==> config.mk <==
export PLATFORM = sky130hd
export DESIGN_NAME = fp_add_sequencer
export DESIGN_NICKNAME = d
export VERILOG_FILES = /design/src/rtl/fp_add_sequencer.sv
export SDC_FILE = /design/constraint.sdc
export NUM_CORES = 1
export LEC_CHECK = 0
export CORE_MARGIN = 1.5
export CORE_UTILIZATION = 40
export CTS_CLUSTER_SIZE = 24
export DETAILED_ROUTE_END_ITERATION = 12
export PLACE_DENSITY = 0.81
export SETUP_SLACK_MARGIN = 0.15
export SLEW_MARGIN = 15
export SYNTH_ARGS = -nofsm -noshare
export SYNTH_HDL_FRONTEND = slang
export SYNTH_SLANG_ARGS = --single-unit
==> constraint.sdc <==
create_clock -name clk_in -period 4.7 [get_ports clk_in]
set_input_delay 0.94 -clock clk_in [delete_from_list [all_inputs] [get_ports clk_in]]
set_output_delay 0.94 -clock clk_in [all_outputs]
set_load 0.01 [all_outputs]
==> src/rtl/fp_add_sequencer.sv <==
// fp_add_sequencer: valid/ready controller that steps a 4-stage floating-point adder
// datapath with one-hot stage enables and bypasses it when either operand is zero.
module fp_add_sequencer #(
  parameter int DATA_WIDTH = 32,
  parameter int MENT_WIDTH = 23,
  parameter int EXPO_WIDTH = 8,
  parameter int CNT_WIDTH  = 16
) (
  input  logic                  clk_in,
  input  logic                  reset_in,
  input  logic                  start_valid_in,
  output logic                  start_ready_out,
  input  logic [DATA_WIDTH-1:0] floating1_in,
  input  logic [DATA_WIDTH-1:0] floating2_in,
  output logic [DATA_WIDTH-1:0] op1_out,
  output logic [DATA_WIDTH-1:0] op2_out,
  output logic [3:0]            stage_en_out,
  input  logic [DATA_WIDTH-1:0] result_in,
  output logic [DATA_WIDTH-1:0] result_out,
  output logic                  result_valid_out,
  input  logic                  result_ready_in,
  output logic                  busy_out,
  output logic [CNT_WIDTH-1:0]  op_count_out
);

  // state | meaning
  // IDLE  | ready for an operand pair
  // CMP   | exponent compare stage enabled
  // ALIGN | mantissa align stage enabled
  // ADD   | mantissa add stage enabled
  // NORM  | normalize stage enabled, result captured at end of cycle
  // DONE  | result presented, waiting for consumer
  typedef enum logic [2:0] {
    S_IDLE  = 3'd0,
    S_CMP   = 3'd1,
    S_ALIGN = 3'd2,
    S_ADD   = 3'd3,
    S_NORM  = 3'd4,
    S_DONE  = 3'd5
  } state_t;

  localparam int MAG_W = EXPO_WIDTH + MENT_WIDTH;

  state_t                r_state;
  state_t                w_next_state;
  logic [DATA_WIDTH-1:0] r_op1;
  logic [DATA_WIDTH-1:0] r_op2;
  logic [DATA_WIDTH-1:0] r_result;
  logic [CNT_WIDTH-1:0]  r_op_count;
  logic                  w_accept;
  logic                  w_op1_zero;
  logic                  w_op2_zero;
  logic [3:0]            w_stage_en;
  logic                  w_start_ready;
  logic                  w_result_valid;
  logic                  w_busy;

  // Sign is ignored so that -0 also takes the bypass.
  assign w_op1_zero = (floating1_in[MAG_W-1:0] == '0);
  assign w_op2_zero = (floating2_in[MAG_W-1:0] == '0);
  assign w_accept   = (r_state == S_IDLE) && start_valid_in;

  always_ff @(posedge clk_in) begin
    if (reset_in) begin
      r_state <= S_IDLE;
    end else begin
      r_state <= w_next_state;
    end
  end

  always_comb begin
    w_next_state = S_IDLE;
    case (r_state)
      S_IDLE: begin
        if (start_valid_in) begin
          w_next_state = (w_op1_zero || w_op2_zero) ? S_DONE : S_CMP;
        end else begin
          w_next_state = S_IDLE;
        end
      end
      S_CMP:   w_next_state = S_ALIGN;
      S_ALIGN: w_next_state = S_ADD;
      S_ADD:   w_next_state = S_NORM;
      S_NORM:  w_next_state = S_DONE;
      S_DONE:  w_next_state = result_ready_in ? S_IDLE : S_DONE;
      default: w_next_state = S_IDLE;
    endcase
  end

  always_comb begin
    w_stage_en     = 4'b0000;
    w_start_ready  = 1'b0;
    w_result_valid = 1'b0;
    w_busy         = 1'b1;
    case (r_state)
      S_IDLE: begin
        w_start_ready = 1'b1;
        w_busy        = 1'b0;
      end
      S_CMP:   w_stage_en = 4'b0001;
      S_ALIGN: w_stage_en = 4'b0010;
      S_ADD:   w_stage_en = 4'b0100;
      S_NORM:  w_stage_en = 4'b1000;
      S_DONE:  w_result_valid = 1'b1;
      default: w_stage_en = 4'b0000;
    endcase
  end

  // Operands only load in IDLE, so they stay stable for the whole operation.
  always_ff @(posedge clk_in) begin
    if (reset_in) begin
      r_op1      <= '0;
      r_op2      <= '0;
      r_result   <= '0;
      r_op_count <= '0;
    end else begin
      if (w_accept) begin
        r_op1 <= floating1_in;
        r_op2 <= floating2_in;
        if (w_op1_zero) begin
          r_result <= floating2_in;
        end else if (w_op2_zero) begin
          r_result <= floating1_in;
        end
      end
      if (r_state == S_NORM) begin
        r_result <= result_in;
      end
      if ((r_state == S_DONE) && result_ready_in) begin
        r_op_count <= r_op_count + CNT_WIDTH'(1);
      end
    end
  end

  assign start_ready_out  = w_start_ready;
  assign op1_out          = r_op1;
  assign op2_out          = r_op2;
  assign stage_en_out     = w_stage_en;
  assign result_out       = r_result;
  assign result_valid_out = w_result_valid;
  assign busy_out         = w_busy;
  assign op_count_out     = r_op_count;

endmodule

After elaboration in Yosys (flattened, before gate mapping) --
Index checks and enable logic that the tools add are counted.
Word-level totals: register bits after elaboration 115
Operators by class: add/sub/neg operators 1, equality and inequality tests 5, multiplexer cells 12, reduce and logical (&&, ||, !) cells 9
Operators by type and width (count):
- 32-bit 2-to-1 mux | 4
- 31-bit zero test | 2
- 3-bit one-hot mux with 6 select lines | 1
- 16-bit by 1-bit adder with 16-bit output, second input constant | 1
- 4-bit one-hot mux with 4 select lines | 1
- 3-bit 2-to-1 mux | 3
- 3-bit by 2-bit == test with 1-bit output, second input constant | 2
- 3-bit == test, second input constant | 2
- 3-bit by 1-bit == test with 1-bit output, second input constant | 1
- 3-bit zero test | 1
- 1-bit 2-to-1 mux | 3
- 3-bit nonzero test | 1
- 1-bit logical AND | 2
- 2-bit AND reduction | 1
- 2-bit nonzero test | 1
- 1-bit logical OR | 1

Longest topological paths before layout --
Gate-level depths: netlist (run 1).
depth after elaboration 5, mapped depth 8

Worst setup path after synthesis (run 1) --
No wires, ideal clock.
path kind input -> register, start in floating1_in[15], end reg r_result[21], in the netlist result_out[21], library setup time 0.121 ns, arrival 2.394 ns, data required time 4.579 ns, slack 2.185 ns, stages on the path 7, buffers on the path 2, cell sequence nor4_2 nand4_4 o22ai_4 a21oi_2 buf_6 buf_6 mux2_4
On the way: longest elaborated chain between the ends 4, elaborated cells on any way between the ends 6, classes of those cells mux (3); reduce/logical (3)
RTL lines:
- start: declaration | line 13 | input logic [DATA_WIDTH-1:0] floating1_in,
- 31-bit zero test * | line 59 | assign w_op1_zero = (floating1_in[MAG_W-1:0] == '0);
- 32-bit 2-to-1 mux | line 120 | if (w_op1_zero) begin
- 32-bit 2-to-1 mux | line 117 | if (w_accept) begin
- 32-bit 2-to-1 mux | line 126 | if (r_state == S_NORM) begin
- end signal: assignment | line 121 | r_result <= floating2_in;
- end signal: assignment | line 123 | r_result <= floating1_in;
- end signal: assignment | line 127 | r_result <= result_in;
- end: declaration | line 48 | logic [DATA_WIDTH-1:0] r_result;
Every way passes the cells marked *; elsewhere a longest branch is shown, timed or not. The select of a mux whose other input is x is not followed. A chain may end at the register's enable or synchronous reset.

Worst setup path after layout (run 1) --
start in floating1_in[19], end reg r_result[1], in the netlist result_out[1]
The elaborated chain is that of the path after synthesis.

==> results of run 1 <==
-- state kept, by name, summed over array words and instances (netlist names) --
register and cells:
op2_out 32, op_count_out 16, r_state 3, op1_out 32, result_out 32
-- how the worst max path moves through the flow --
stage               cells past startpoint        endpoint  slack [ns]
finish                                  8   result_out[1]        1.53
floorplan                               7  result_out[21]        2.18
CTS                                     8   result_out[1]        1.54
detailed placement                      8   result_out[1]        1.11
global placement                        8   result_out[1]        1.16
global route                            8   result_out[1]        1.40
-- stage by stage --
| stage | instance area, sq um | hold WS, ns | power (mW) |
|---|---|---|---|
| 6_report | 8220 | 0.451 | 3.07 |
| 5_1_grt | 8220 | 0.470 | 3.21 |
| 4_1_cts | 8220 | 0.453 | 3.09 |
| 3_5_place_dp | 7680 | 0.446 | 1.90 |
| 3_3_place_gp | 7680 | 0.440 | 1.89 |
| 2_1_floorplan | 5440 | 0.481 | 1.52 |
-- power groups by stage --
stage	clock, mW	combinational [mW]	sequential [mW]
final	1.18	0.752	1.13
after global routing	1.25	0.814	1.14
after floorplan	0	0.339	1.18
after global placement	0	0.749	1.15
after CTS	1.20	0.758	1.13
after detailed placement	0	0.755	1.15
-- cells in the final DEF, fill, tap and decap left out, drive strengths merged --
cell type and count:
o31a 1, inv 9, nand3 4, nor3 10, nand4 8, mux2i 30, clkinv 5, o311ai 4
o22ai 1, xor2 3, and2 2, o21ai 6, bufinv 1, nor2 13, and4b 1, nor4 18
nand3b 3, a211oi 1, nand2 135, and4 1, buf 10, xnor2 8, or3 5, or4b 28
o2111ai 3, nand2b 4, mux2 28, ha 1, nor3b 3, o31ai 1, clkdlybuf4s50 217, dfxtp 115
a21oi 101, or4 1, and3 1, nor2b 28, clkbuf 24
-- kinds of logic after synthesis --
family	synth area share [%]
AO/OA/AOI/OAI	11.8
adder cells (fa/ha/maj)	0.230
flip-flops	42.3
AND/OR/NAND/NOR	26.9
multiplexers	11.9
XOR/XNOR	1.77
buffers and inverters	5.06
-- metal layers --
metal  vias up  global-route usage, %
met4         0                   7.81
li1       2579                      -
met3        19                   7.89
met1      2476                   30.3
met2       174                   40.3
met5         -                      0
-- worst max-delay path, stage by stage --
cell and delay (ns):
clkdlybuf4s50_1 0.45, nor4_1 0.58, nand4_2 0.13, buf_4 0.26, o22ai_4 0.26, a21oi_4 0.24, buf_4 0.27, mux2_1 0.31
-- final cells by class --
| type | count | area, sq um | share of cell area [%] |
|---|---|---|---|
| Timing Repair Buffer | 227 | 2250 | 27.3 |
| Multi-Input combinational cell | 453 | 2880 | 35.0 |
| Clock inverter | 6 | 55.1 | 0.670 |
| Tap cell | 176 | 220 | 2.68 |
| Inverter | 9 | 33.8 | 0.411 |
| Sequential cell | 115 | 2300 | 28.0 |
| Clock buffer | 24 | 482 | 5.86 |
-- Yosys cell counts, drive strengths merged --
library cell	number	area (sq um)
a211oi	1	7.51
a21oi	101	509
and2	2	12.5
and3	1	6.26
and4	1	8.76
and4b	1	10.0
buf	20	129
clkbuf	30	113
dfxtp	115	2300
ha	1	12.5
inv	9	33.8
mux2	28	349
mux2i	30	300
nand2	135	507
nand2b	4	25.0
nand3	4	20.0
nand3b	3	22.5
nand4	8	77.6
nor2	13	48.8
nor2b	28	175
nor3	10	61.3
nor3b	3	22.5
nor4	18	146
o2111ai	3	26.3
o21ai	6	30.0
o22ai	1	20.0
o311ai	4	35.0
o31a	1	8.76
o31ai	1	7.51
or3	5	31.3
or4	1	7.51
or4b	28	280
xnor2	8	70.1
xor2	3	26.3
==> metrics, run 1 <==
vias in the first global route 5095; Slew @ Worst Pin 1.07 ns; Synth warnings 0; DR WL/cell 17.2 microns; Cell Count, Final, Fillers Out 1010; Final HPWL DP 12.1 mm; share of cells above drive strength 1 6.83%; Worst R2R Path Depth 5; met2 routed WL 8.30 mm; Die Height 120 microns; core area 13200 sq um; vias post-DR 5248; P_leak 2.92 nW; worst min path class reg -> reg; Final Hold Vio Count 0; CTS Hold Bufs 0; H-tree depth 4; # Max-Cap Violations 0; Area Growth Syn to Fin 51.0%; r2r startpoint r_state[1]; PnR worst setup slack 1.53 ns; Highest Signal Layer met4; Post-Place Cells 980; switching power 0.859 mW; RSZ-0062 raised after global routing false; drt via density 5.20; GPL Wtd Cong 0.843; # Post-CTS Setup Buffers 0; Mapped Area 5440 sq um; Clock Tree Buf Depth 2; Final Max Slew Viols 0; fin crit period 3.17 ns; fin nets 924; Crit. Startpoint floating1_in[19]; first drt pass iteration count 5; Worst R2R Setup Slack 2.16 ns; Post-route DRC 0; wl on met1 7.52 mm; Clock Skews 0.0113 ns; clock sinks 115; clock transition at the registers of the reported paths 0.05 ns; fillers 1129; maximum VDD drop 236 uV; Met3 Wirelength 1.26 mm; die width 120 microns; Comb pwr share 24.5%; power density over cell area 373 nW/um^2; DIE AREA 14300 sq um; ant diodes 0; row cnt 42; Reg-to-Reg End result_out[1]; worst hold path depth 2; pin count of the biggest net entering global routing 106; Syn Nets 728; sw frac 28.0%; Critical Path AT 3.46 ns; TritonCTS Buffers 17; WP data required 4.99 ns; Synth Area per Inst 8.68 sq um; CTS tree yes; Post-Route Setup TNS 0 ns; DRT antenna net count 0; Total GRT Usage 24.4%; final core utilization 62.0%; clk root buf clkbuf_16; Worst Path Class, Setup in -> reg; Synth Register Bits 115; PortBufs 218; Post-Syn Instances 627; startpoint types input pin; final period utilization 67.4%; sequential power share 36.9%; final wirelength 17.3 mm; total grt overflow 0; IO Pins 219; HP Start op2_out[25]; f_max 316 MHz; initial antenna violation count 0; CP max FO 34; internal power 2.21 mW; dpl ws 1.11 ns; Cell variety after synth 43; first-pass GRT wire length 27.3 mm; Worst Hold End op2_out[25]; clock share of power 38.6%; outcome finished, final reports clean; initial drt markers 302; Slew headroom 28.5%; setup violators final 0; crit end category flip-flop; Seq/Total Area, Yosys 42.3%; initial cell density of the core 41.1%; cts repair resizes 0; clk_lat worst skew 0.42 ns
Power figures use the tool's default switching activity.
==> run 2: changes to the inputs <==
--- a/config.mk
+++ b/config.mk
@@ -6,10 +6,10 @@
 export NUM_CORES = 1
 export LEC_CHECK = 0
 export CORE_MARGIN = 1.5
-export CORE_UTILIZATION = 40
+export CORE_UTILIZATION = 39
 export CTS_CLUSTER_SIZE = 24
 export DETAILED_ROUTE_END_ITERATION = 12
-export PLACE_DENSITY = 0.81
+export PLACE_DENSITY = 0.82
 export SETUP_SLACK_MARGIN = 0.15
 export SLEW_MARGIN = 15
 export SYNTH_ARGS = -nofsm -noshare
==> constraint.sdc (replaced) <==
create_clock -name clk_in -period 2.9 [get_ports clk_in]
set_input_delay 0.58 -clock clk_in [delete_from_list [all_inputs] [get_ports clk_in]]
set_output_delay 0.58 -clock clk_in [all_outputs]
set_load 0.01 [all_outputs]
==> metrics, run 2 (same netlist as run 1, synthesis figures left out) <==
WP data required 2.32 ns; H-tree depth 4; fin crit period 2.55 ns; die width 121 microns; cts repair resizes 0; Critical Path AT 1.97 ns; # Max-Cap Violations 0; busiest grt layer met2; row cnt 42; vias in the first global route 5130; clk root buf clkbuf_16; CTS Hold Bufs 0; initial cell density of the core 40.5%; TritonCTS Buffers 17; worst hold path depth 2; global routing usage on met1 31.5%; vias post-DR 5370; initial drt markers 298; final period utilization 87.8%; Worst R2R Path Depth 5; first drt pass iteration count 5; Reg-to-Reg End result_out[30]; DR WL/cell 17.4 microns; Design Area, Final 8490 sq um; share of cells above drive strength 1 9.05%; Worst R2R Setup Slack 0.79 ns; Post-Place Cells 995; Area Growth Syn to Fin 56.0%; clk_lat worst skew 0.41 ns; CP max FO 12; # Post-CTS Setup Buffers 0; Final Hold Vio Count 0; commonest non-fill, non-tap cell in the layout clkdlybuf4s50_1; Post-route DRC 0; CTS tree yes; clock transition at the registers of the reported paths 0.05 ns; power density over cell area 624 nW/um^2; global-route met3 utilization 7.00%; drt via density 5.23; Worst Hold End op2_out[25]; DRT antenna net count 0; pin count of the biggest net entering global routing 65; Worst Path Class, Setup reg -> out; clock sinks 115; IO Pins 219; f_max 393 MHz; global routing usage on met2 38.9%; most frequent cells in the layout clkdlybuf4s50_1, nand2_1, dfxtp_1, a21oi_1, mux2i_1; Clock Skews 0.00889 ns; fin nets 939; GPL Wtd Cong 0.853; outcome finished, final reports clean; maximum VDD drop 449 uV; Final Max Slew Viols 0; PortBufs 218; Cell Count, Final, Fillers Out 1027; worst min path class reg -> reg; Total GRT Usage 24.4%; Final HPWL DP 12.7 mm; RSZ-0062 raised after global routing false; total grt overflow 0; ant diodes 0; DIE AREA 14700 sq um; fillers 1132; Slew @ Worst Pin 0.647 ns; setup violators final 0; crit end category output pin; Largest stage delay, worst path 0.63 ns; Die Height 121 microns; placed instance area 7870 sq um; Clock Tree Buf Depth 2; final wirelength 17.9 mm; core area 13500 sq um; worst path cell trace nor3_1 -> clkdlybuf4s50_1; first-pass GRT wire length 27.7 mm; slowest CP cell clkdlybuf4s50_1; startpoint types flip-flop; P_leak 3.07 nW; r2r startpoint r_state[1]; HP Start op2_out[25]; Slew headroom 56.9%; initial antenna violation count 0
## run 2: cell count changes in the layout (fill, tap and decap cells not counted), sizes merged
cell      change
buf          +15
clkbuf        -1
clkinv        -1
bufinv        +2
clkinvlp      +2
## run 2: power by group
part	total (mW)	switching (mW)	internal, mW
Combinational	1.28	0.629	0.653
Sequential	1.83	0.0973	1.74
Clock	2.18	0.725	1.46
## run 2: worst max-delay path by stage
stage,start,endpoint,cells after the start
final,r_state[1],start_ready_out,2
after global routing,r_state[1],start_ready_out,2
after CTS,floating1_in[27],result_out[4],9
after detailed placement,floating1_in[27],result_out[4],9
after global placement,floating1_in[27],result_out[19],9
after floorplan,floating1_in[15],result_out[21],7
## run 2: metal layers
metal / vias to the layer above / wire [microns]
li1: 2616 / -
met1: 2534 / 7830
met2: 191 / 8310
met4: 0 / 390
met5: - / 0
met3: 29 / 1350
## run 2: area by class of cell
class / count / area (sq um) / area share (%)
clock buffer: 23 / 498 / 5.87
clock inverter: 9 / 125 / 1.47
timing repair buffer: 242 / 2430 / 28.7
sequential: 115 / 2300 / 27.1
multi-input combinational: 453 / 2880 / 33.9
inverter: 9 / 33.8 / 0.398
tap: 176 / 220 / 2.59
## run 2: through the flow
stage                     worst slack (ns)  TNS [ns]  utilization (%)  power, mW  hold slack (ns)
after detailed placement           -0.0933     -2.33             58.5       3.14            0.446
final                                0.354         0             63.1       5.30            0.451
after global placement             -0.0168    -0.294             58.5       3.12            0.442
after CTS                            0.343         0             63.1       5.33            0.453
after global routing                 0.197         0             63.1       5.52            0.472
after floorplan                      0.745         0                -       2.46            0.481
## run 2: critical path, delay by kind of cell (launching register included)
family | cells | cell delay (ns)
buf+inv | 1 | 0.63
simple gates | 1 | 0.48
flops | 1 | 0.44
==> run 3: changes to the inputs <==
--- a/config.mk
+++ b/config.mk
@@ -9,9 +9,10 @@
 export CORE_UTILIZATION = 39
 export CTS_CLUSTER_SIZE = 24
 export DETAILED_ROUTE_END_ITERATION = 12
+export GPL_TIMING_DRIVEN = 0
 export PLACE_DENSITY = 0.82
 export SETUP_SLACK_MARGIN = 0.15
-export SLEW_MARGIN = 15
+export SLEW_MARGIN = 20
 export SYNTH_ARGS = -nofsm -noshare
 export SYNTH_HDL_FRONTEND = slang
 export SYNTH_SLANG_ARGS = --single-unit
==> metrics, run 3 (same netlist as run 1, synthesis figures left out) <==
Final Hold Vio Count 0; Final Max Slew Viols 0; Worst Path Class, Setup in -> reg; row cnt 42; IO Pins 219; Largest stage delay, worst path 0.50 ns; HP Start op1_out[15]; cell family with most CP delay simple AND/OR/NAND/NOR gates; commonest non-fill, non-tap cell in the layout clkdlybuf4s50_1; CTS Hold Bufs 0; first drt pass iteration count 5; crit end category flip-flop; Area Growth Syn to Fin 55.0%; die width 121 microns; worst min path class reg -> reg; startpoint types input pin; Post-route DRC 0; first-pass GRT wire length 29.3 mm; vias in the first global route 5292; Total GRT Usage 26.3%; fin nets 966; Post-Route Setup TNS 0 ns; total grt overflow 0; most frequent cells in the layout clkdlybuf4s50_1, nand2_1, dfxtp_1, a21oi_1, clkbuf_1; RSZ-0062 raised after global routing false; vias post-DR 5593; final period utilization 93.7%; Design Area, Final 8440 sq um; total power 5.12 mW; Clock Skews 0.00709 ns; CP bufs+invs 2; CTS tree yes; DR WL/cell 18.2 microns; Slew headroom 60.0%; Slew @ Worst Pin 0.600 ns; initial cell density of the core 40.5%; Die Height 121 microns; Crit. Startpoint floating1_in[22]; clock sinks 115; final wirelength 19.1 mm; setup violators final 0; ant diodes 0; core area 13500 sq um; drt via density 5.32; WP data required 3.26 ns; r2r startpoint r_state[2]; PortBufs 217; share of cells above drive strength 1 7.88%; DRT antenna net count 0; CP max FO 10; power density over cell area 606 nW/um^2; placed instance area 7840 sq um; clk root buf clkbuf_16; P_leak 3.03 nW; fin crit period 2.72 ns; DIE AREA 14700 sq um; clock transition at the registers of the reported paths 0.05 ns; pin count of the biggest net entering global routing 17; # Max-Cap Violations 0; TritonCTS Buffers 17; Final HPWL DP 14.3 mm; f_max 368 MHz; outcome finished, final reports clean; maximum VDD drop 347 uV; initial antenna violation count 0; Critical Path AT 3.08 ns; H-tree depth 4; slowest CP cell or4b_1; Clock Tree Buf Depth 2; GPL Wtd Cong 0.862; clk_lat worst skew 0.42 ns; worst path cell trace clkdlybuf4s50_1 -> nor4_1 -> nand4_2 -> clkbuf_1 -> or4b_1 -> a21oi_1 -> mux2_4; initial drt markers 263
==> run 3: changes by cell type in the layout (fill, tap and decap cells not counted), sizes merged <==
cell,previous run,this run
clkbuf,23,56
buf,25,21
bufinv,3,1
clkinvlp,2,0
==> run 3: final cells by class <==
type / instances / area (sq um)
Multi-Input combinational cell: 453 / 2880
Sequential cell: 115 / 2300
Tap cell: 176 / 220
Clock inverter: 5 / 50.0
Fill cell: 1201 / 5020
Clock buffer: 25 / 505
Timing Repair Buffer: 219 / 2190
Buffer: 50 / 260
Inverter: 9 / 33.8
==> run 3: power breakdown <==
group | leakage, nW | internal [mW] | switching, mW
Clock | 0.279 | 1.27 | 0.703
Combinational | 1.82 | 0.650 | 0.670
Sequential | 0.937 | 1.74 | 0.0796
==> run 3: path summary, 6_finish.rpt <==
check / to / cells after the start / slack [ns]
max: result_out[27] / 7 / 0.18
min: op1_out[15] / 2 / 0.45
max reg2reg: result_out[8] / 9 / 0.39
min reg2reg: op1_out[15] / 2 / 0.45
==> run 3: through the flow <==
stage               cells  setup slack, ns  utilization (%)  hold slack, ns
finish               1052            0.184             62.7           0.450
global route         1052            0.160             62.7           0.470
CTS                  1052            0.219             62.6           0.453
detailed placement   1020           -0.272             58.2           0.446
global placement     1020           -0.220             58.2           0.441
floorplan             627            0.745                -           0.481
==> run 3: routing by layer <==
metal	wire length [microns]	global-route usage, %	vias up
li1	-	-	2674
met1	8210	33.7	2650
met2	8880	41.8	229
met3	1480	7.05	40
met4	550	10.8	0
met5	0	0	-
==> run 3: timing repair <==
| item | CTS | global route |
|---|---|---|
| gates resized for setup | 6 | 2 |
| pin swaps | 1 | 2 |
| setup buffers | 2 | 0 |
| endpoints found under the hold margin | 0 | 0 |
| setup endpoints to repair | 2 | 9 |
| cloned | 0 | 0 |
==> run 3: tightest hold or removal path, delay by kind of cell, from the launching register on <==
family           cells  cell delay, ns
AO/OA/AOI/OAI        1            0.05
flip-flops           1            0.30
AND/OR/NAND/NOR      1            0.05
